$ cat src/rtl/bpred_pkg.sv
// Shared types and constants for the branch predictor.
// Counter encodings, allocate/reset values and the BTB entry layout.
package bpred_pkg;

   localparam int BP_XLEN  = 32;
   localparam int BP_IDX_W = 4;
   localparam int BP_TAG_W = BP_XLEN - BP_IDX_W;

   localparam logic [1:0] SNT = 2'b00;
   localparam logic [1:0] WNT = 2'b01;
   localparam logic [1:0] WT  = 2'b10;
   localparam logic [1:0] ST  = 2'b11;

   localparam logic [1:0] CTR_RST   = WNT;
   localparam logic [1:0] CTR_ALLOC = WT;

   typedef struct packed {
      logic                valid;
      logic [BP_TAG_W-1:0] tag;
      logic [BP_XLEN-1:0]  target;
   } btb_entry_t;

endpackage

$ cat src/rtl/branch_predictor_sat_ctr2.sv
// 2-bit saturating counter step: dir=1 counts up, dir=0 counts down.
// Ports: ctr (current), dir (direction), ctr_next (saturated result).
module sat_ctr2
   import bpred_pkg::*;
(
   input  logic [1:0] ctr,
   input  logic       dir,
   output logic [1:0] ctr_next
);

   always_comb begin
      ctr_next = ctr;
      if (dir) begin
         if (ctr != ST) ctr_next = ctr + 2'd1;
      end else begin
         if (ctr != SNT) ctr_next = ctr - 2'd1;
      end
   end

endmodule

$ cat src/rtl/branch_predictor.sv
// IF-stage branch predictor: direct-mapped 2-bit counters plus BTB,
// trained from EX resolution. Optional gshare indexing: BPRED_GSHARE_EN.
// Ports: clk, rst (sync, active-high); IF_pc -> IF_bp_taken,
// IF_bp_next_pc, IF_bp_idx; EX_brn/EX_pc/EX_bp_idx/EX_true_taken/
// EX_target train the table; EX_taken is the mispredict flag.
module branch_predictor
   import bpred_pkg::*;
#(
   parameter int XLEN  = BP_XLEN,
   parameter int IDX_W = BP_IDX_W,
   parameter int TAG_W = XLEN - IDX_W
) (
   input  logic             clk,
   input  logic             rst,
   input  logic [XLEN-1:0]  IF_pc,
   output logic             IF_bp_taken,
   output logic [XLEN-1:0]  IF_bp_next_pc,
   output logic [IDX_W-1:0] IF_bp_idx,
   input  logic             EX_brn,
   input  logic [XLEN-1:0]  EX_pc,
   input  logic [IDX_W-1:0] EX_bp_idx,
   input  logic             EX_true_taken,
   input  logic [XLEN-1:0]  EX_target,
   input  logic             EX_taken
);

   localparam int DEPTH = 2**IDX_W;

   btb_entry_t       btb [DEPTH];
   logic [1:0]       ctr [DEPTH];

   logic [IDX_W-1:0] bidx;
   logic [IDX_W-1:0] cidx;
   logic [IDX_W-1:0] ubidx;
   logic             hit;
   logic             ehit;
   logic [1:0]       ctr_upd;
   logic             unused_ok;

   assign unused_ok = ^{EX_taken, EX_pc[IDX_W-1:0]};

   assign bidx = IF_pc[IDX_W-1:0];

`ifdef BPRED_GSHARE_EN
   logic [IDX_W-1:0] ghr;

   assign cidx  = bidx ^ ghr;
   // BTB stays PC-indexed; only the counters see the hashed index.
   assign ubidx = EX_pc[IDX_W-1:0];

   always_ff @(posedge clk) begin
      if (rst) begin
         ghr <= '0;
      end else if (EX_brn) begin
         ghr <= {ghr[IDX_W-2:0], EX_true_taken};
      end
   end
`else
   assign cidx  = bidx;
   assign ubidx = EX_bp_idx;
`endif

   always_comb begin
      hit = btb[bidx].valid && (btb[bidx].tag == IF_pc[XLEN-1:IDX_W]);
      IF_bp_taken   = hit && ctr[cidx][1];
      IF_bp_next_pc = IF_bp_taken ? btb[bidx].target
                                  : IF_pc + XLEN'(1);
      IF_bp_idx     = cidx;
   end

   assign ehit = btb[ubidx].valid
              && (btb[ubidx].tag == EX_pc[XLEN-1:IDX_W]);

   sat_ctr2 u_sat (
      .ctr      (ctr[EX_bp_idx]),
      .dir      (EX_true_taken),
      .ctr_next (ctr_upd)
   );

   always_ff @(posedge clk) begin
      if (rst) begin
         for (int i = 0; i < DEPTH; i++) begin
            btb[i] <= '0;
            ctr[i] <= CTR_RST;
         end
      end else if (EX_brn) begin
         if (ehit) begin
            ctr[EX_bp_idx] <= ctr_upd;
            if (EX_true_taken) btb[ubidx].target <= EX_target;
         end else if (EX_true_taken) begin
            // Miss on a taken branch evicts whatever lives here.
            btb[ubidx] <= '{valid:  1'b1,
                            tag:    EX_pc[XLEN-1:IDX_W],
                            target: EX_target};
            ctr[EX_bp_idx] <= CTR_ALLOC;
         end
      end
   end

endmodule

$ cat config.mk
export PLATFORM = sky130hd
export DESIGN_NAME = branch_predictor
export DESIGN_NICKNAME = d
export VERILOG_FILES = /design/src/rtl/bpred_pkg.sv /design/src/rtl/branch_predictor_sat_ctr2.sv /design/src/rtl/branch_predictor.sv
export SDC_FILE = /design/constraint.sdc
export NUM_CORES = 2
export LEC_CHECK = 0
export CORE_ASPECT_RATIO = 0.5
export CORE_MARGIN = 2
export CORE_UTILIZATION = 43
export DETAILED_ROUTE_END_ITERATION = 6
export PLACE_DENSITY = 0.66
export SYNTH_ARGS = -nofsm -noshare
export SYNTH_HDL_FRONTEND = slang
export SYNTH_SLANG_ARGS = --single-unit
$ cat constraint.sdc
create_clock -name clk -period 6.8 [get_ports clk]
set_clock_uncertainty 0.05 [all_clocks]
set_input_delay 1.7 -clock clk [delete_from_list [all_inputs] [get_ports clk]]
set_output_delay 1.7 -clock clk [all_outputs]
set_load 0.005 [all_outputs]
After elaboration in Yosys (flattened, before gate mapping)

Memories as Yosys holds them, arrays and structs flattened.
Index checks and enable logic that the tools add are counted.

Equality and inequality tests: 3
Mux-type cells: 27
Add/subtract/negate cells: 3
Reduce and logical (&&, ||, !) cells: 6
Bitwise gates (word level): 2

Operator list:

| cell                                                               | number |
|---|---|
| 32-bit 2-to-1 mux                                                  | 2 |
| 61-bit 2-to-1 mux                                                  | 1 |
| 61-bit OR reduction                                                | 1 |
| 28-bit equality test                                               | 2 |
| 32-bit by 1-bit adder with 32-bit output, second input constant    | 1 |
| 1-bit 2-to-1 mux                                                   | 16 |
| 2-bit 2-to-1 mux                                                   | 6 |
| 4-bit 2-to-1 mux                                                   | 2 |
| 1-bit logical AND                                                  | 3 |
| 2-bit by 1-bit adder with 2-bit output, second input constant      | 1 |
| 2-bit inequality test, second input constant                       | 1 |
| 1-bit OR                                                           | 2 |
| 2-bit nonzero test                                                 | 1 |
| 2-bit OR reduction                                                 | 1 |
| 2-bit by 1-bit subtractor with 2-bit output, second input constant | 1 |

Logic and storage cells: 43
Register bits after elaboration: 0
Bits in writable memories: 1008
Output and inout port bits: 37
Bits of input ports: 105
Memories kept: 2

Memories:

| name | depth | width | rd ports | clocked after memory_dff | write ports | RTL line               | source |
|---|---|---|---|---|---|---|---|
| btb  | 16    | 61    | 2        | 0                        | 16          | branch_predictor.sv:29 | `btb_entry_t btb [DEPTH];` |
| ctr  | 16    | 2     | 2        | 0                        | 16          | branch_predictor.sv:30 | `logic [1:0] ctr [DEPTH];` |

Logic depth before layout (Yosys ltp)

An unclocked memory read counts as a cell.

Depth after elaboration: 10
Gate-level depth with buffers: 16
Depth with buffers taken out: 8

By module

From an unflattened synthesis, not the netlist that was laid out.

Cell total of the unflattened synthesis: 3438
Area, all modules: 51585.7 um2

Modules (own cells, without submodules):

| module           | cells an instance | times used | sequential area each (um2) | area an instance (um2) |
|---|---|---|---|---|
| branch_predictor | 3435              | 1          | 30108.9                    | 51559.4 |
| sat_ctr2         | 3                 | 1          | 0.0                        | 26.3 |

Worst setup path after synthesis

Ideal clock, no wire load.

Path kind: in2out
Start: input port IF_pc[0]
End: output port IF_bp_next_pc[22]
Path buffers: 4
Slack: 168 ps
Required time: 5050 ps
Data arrival time: 4882 ps
Cell stages on the path: 12
Path through: buf_6 > buf_6 > buf_2 > mux4_2 > mux4_2 > xnor2_1 > nand2_1 > a2111oi_0 > nand3_1 > nor4_4 > buf_2 > mux2_2

Longest elaborated chain between the ends: 5
Elaborated cells on any way between the ends: 7
Those cells by class: add/sub: 1; eq/ne: 1; mux: 1; reduce/logical: 2; memory: 2

RTL lines:

| item                  | RTL line               | source |
|---|---|---|
| from (decl)           | branch_predictor.sv:15 | `input logic [XLEN-1:0] IF_pc,` |
| memory 16 x 61 bit    | --                     |  |
| 28-bit equality test  | branch_predictor.sv:64 | `hit = btb[bidx].valid && (btb[bidx].tag == IF_pc[XLEN-1:IDX_W]);` |
| 1-bit logical AND     | branch_predictor.sv:64 |  |
| 1-bit logical AND     | branch_predictor.sv:65 | `IF_bp_taken = hit && ctr[cidx][1];` |
| 32-bit 2-to-1 mux (*) | branch_predictor.sv:66 | `IF_bp_next_pc = IF_bp_taken ? btb[bidx].target` |
| to (decl)             | branch_predictor.sv:17 | `output logic [XLEN-1:0] IF_bp_next_pc,` |

Every way passes the cells marked *; elsewhere a longest branch is shown, timed or not.

Final worst setup path

Start: input port IF_pc[0]
End: output port IF_bp_next_pc[12]

Same word-level chain as after synthesis.

==> flow_summary.yaml <==
routing:
  firstDrtPassIters: 7
  routedWlPerCell_um: 32.72
  wl_um: 174200
  vias_per_cell: 6.384
  first_iter_violations: 4687
  postRouteAntennaNets: 0
  drc: 4
  num_vias: 33984
timing:
  final_cycle_utilization_of_the_critical_path: 1.058
  max_slew.worst_pin.slew_ns: 1.238
  final-hold-violation-count: 0
  finalMaxSlewViolations: 0
  fin_setup_tns_ns: -10.14
  hold_ws_ns: 0.4331
  setup_violations: 33
  rsz0062_at_grt: "true"
  setup_slack_ns: -0.3938
  worst_slew_margin_rel: 0.1730
  timing.final.crit_period_ns: 7.194
  timing.fmax_mhz: 139.0
critical_path:
  crit_path_start: "IF_pc[0]"
  worstSetupPathType: "in -> out"
  worst_flop_to_flop_path_startpoint: "btb[8][32]$_DFFE_PP_"
  critPathCaptureType: "output port"
  startpoint_type: "primary input"
  cp_max_fo: 7
  cp.required_ns: 5.05
  worst-endpoint-arrival_ns: 5.44
logic_synthesis:
  synth_edf_count: 992
  synth_top_cell_area_share: 0.5790
  yosys_warnings: 0
  post_synth.cell_area_avg_sq_um: 14.99
  most_used_flip_flop_cell_after_synthesis: "edfxtp_1"
  postSynthRegisterBits: 1008
  synthCells: 3431
  synth-async-reset-ratio: 0
  post_synth_instance_area_sq_um: 51450
  seq_area_frac_synth: 0.5852
  synth_area_leader_cell: "edfxtp_1"
  mappedNetlistNets: 3537
  netlist_cell_types: 80
  synth_area_leaders: "edfxtp_1, mux4_2, and2_1, and3_1, clkbuf_1"
outcome:
  status: "finished with violations"
  failed_checks: "DRC, setup timing"
global_routing:
  largest_net_degree_at_the_start_of_global_routing: 134
  overflow_left_after_global_routing: 0
  grt_antenna_before_repair: 13
  global_route.usage.total: 0.2814
  first_pass_grt_wire_length_um: 246500
  vias_in_the_first_global_route: 33378
die:
  starting_density: 0.4350
  dieArea_sq_um: 122600
  boundaryPins: 142
  placeableCoreArea_sq_um: 118300
  num_rows: 89
  die_h_um: 248.6
  die_width_um: 493.2
placement:
  buffer_ports.inserted: 136
  hpwlAfterDp_um: 109100
  placedInstanceArea_sq_um: 56410
  gpl.final_weighted_congestion: 1.011
pwr:
  worst_ir_drop_vdd_v: 0.0002401
  leak_pwr_nw: 21.94
  p_per_area_nw_per_um2: 239.9
cells_and_area:
  post-route-cell-area_sq_um: 60290
  fin_nets: 3753
  flow.area_growth_from_synthesis_pct: 17.18
  layout.core_utilization: 0.5098
  fillers: 9709
  layout-drive-gt1-share: 0.2781
clock_tree:
  htree_levels: 3
  clk-insertion-delay-late_ns: 0.71
  cts_root_buffer: "clkbuf_16"
  cts_hold_repair.buffers: 0
  cts.sinks: 1008
  numCtsBuffers: 95
  ctsLongestPathBuffers: 3
  tritoncts: "built"
  clkSlewWorstSetupHoldPaths_ns: 0.07
min_path:
  holdCritPathClass: "reg -> reg"
  worstHoldStart: "btb[15][60]$_SDFFE_PN1P_"
run:
  drv.max_cap_violation_count: 0
## cell usage in the layout (no fill, tap or decap), types with 17 or more instances in the layout
cell,instances
clkdlybuf4s50_1,96
edfxtp_1,992
a21oi_1,22
buf_12,63
inv_1,42
and2_1,516
mux2_4,31
clkinv_1,22
o22ai_1,23
buf_4,248
nand3_1,19
clkbuf_1,23
o21ai_0,46
mux2_2,22
mux4_1,17
nand2_1,76
nor2_1,190
mux4_2,387
o21bai_1,17
xnor2_1,53
clkbuf_16,97
buf_6,42
and3_1,293
mux2i_1,48
## final timing paths
kind                                   end  slack [ns]  depth (start not counted)
setup / recovery         IF_bp_next_pc[12]       -0.39                         16
hold / removal    btb[15][60]$_SDFFE_PN1P_        0.43                          2
setup reg to reg      btb[9][43]$_DFFE_PP_        2.73                         10
hold reg to reg   btb[15][60]$_SDFFE_PN1P_        0.43                          2
## registers in the layout, indices dropped and copies added, names as in the netlist
name / flops
ctr: 32
btb: 976
## layout make-up
class                           instances  area (sq um)  share of cell area
Sequential cell                      1008         30110              0.4994
Multi-Input combinational cell       2034         20140              0.3340
Timing Repair Buffer                  461          4782             0.07932
Clock buffer                          123          2555             0.04238
Tap cell                             1592          1992             0.03304
Clock inverter                         52         516.7            0.008571
Inverter                               47         178.9            0.002968
Antenna cell                            6         15.01           0.0002491
## power breakdown
group          internal [mW]  total [mW]  switching [mW]
Clock                   2.91        5.37            2.46
Sequential              7.14        7.27           0.127
Combinational          0.814        1.83            1.01
## worst max-delay path: stages
cell and delay (ns):
buf_16 0.14, buf_16 0.13, buf_8 0.10, buf_6 0.09
mux4_2 0.49, mux4_2 0.54, xnor2_2 0.26, nand4_1 0.14
or4b_4 0.59, nor4_4 0.26, buf_4 0.17, buf_12 0.12
buf_12 0.15, buf_6 0.12, mux2_4 0.30, buf_6 0.12
## stage by stage
step	total power, mW	worst slack (ns)	std cells
floorplan	8.325	0.1678	3431
global placement	9.108	-0.6069	5102
detailed placement	9.142	-0.6085	5102
CTS	14.44	-0.3487	5301
global route	14.79	-0.4065	5322
finish	14.47	-0.3938	5323
## metal layers
metal / vias to the layer above / part of all wire / wire length [um] / GRT usage
met5: - / 0.000080 / 14 / 0
met1: 17455 / 0.37 / 64790 / 0.3791
met2: 2391 / 0.46 / 80170 / 0.4347
met3: 452 / 0.11 / 19910 / 0.06118
met4: 2 / 0.053 / 9283 / 0.1377
li1: 13684 / - / - / -
## logic make-up (layout without fill, tap and decap cells)
family                     count (synthesis)  in the layout  synth area share
DFF                                     1008           1008            0.5852
buffers and inverters                    389            683           0.03463
adders and majority gates                  1              1         0.0002432
muxes                                    509            509            0.2006
and+or+nand+nor                         1190           1190            0.1313
other                                      0              6                 0
xor gates and xnor gates                  77             77           0.01311
AOI/OAI and AO/OA                        257            257           0.03483
## Yosys cell counts (all sizes together), types with 23 or more instances
master and number:
nor2 206, o22ai 23, inv 45, clkbuf 214, mux2i 50, xnor2 60
o21ai 75, mux4 406, mux2 53, edfxtp 992, and2 516, and3 293
buf 128, nand2 85
## repair_timing
| item | in CTS | in global routing |
|---|---|---|
| cloned | 4 | 0 |
| pin swaps | 6 | 15 |
| gates resized for setup | 223 | 28 |
| hold endpoints to repair | 0 | 0 |
| endpoints found under the setup margin | 33 | 33 |
| setup buffers | 21 | 21 |
(Power assumes the default switching activity.)
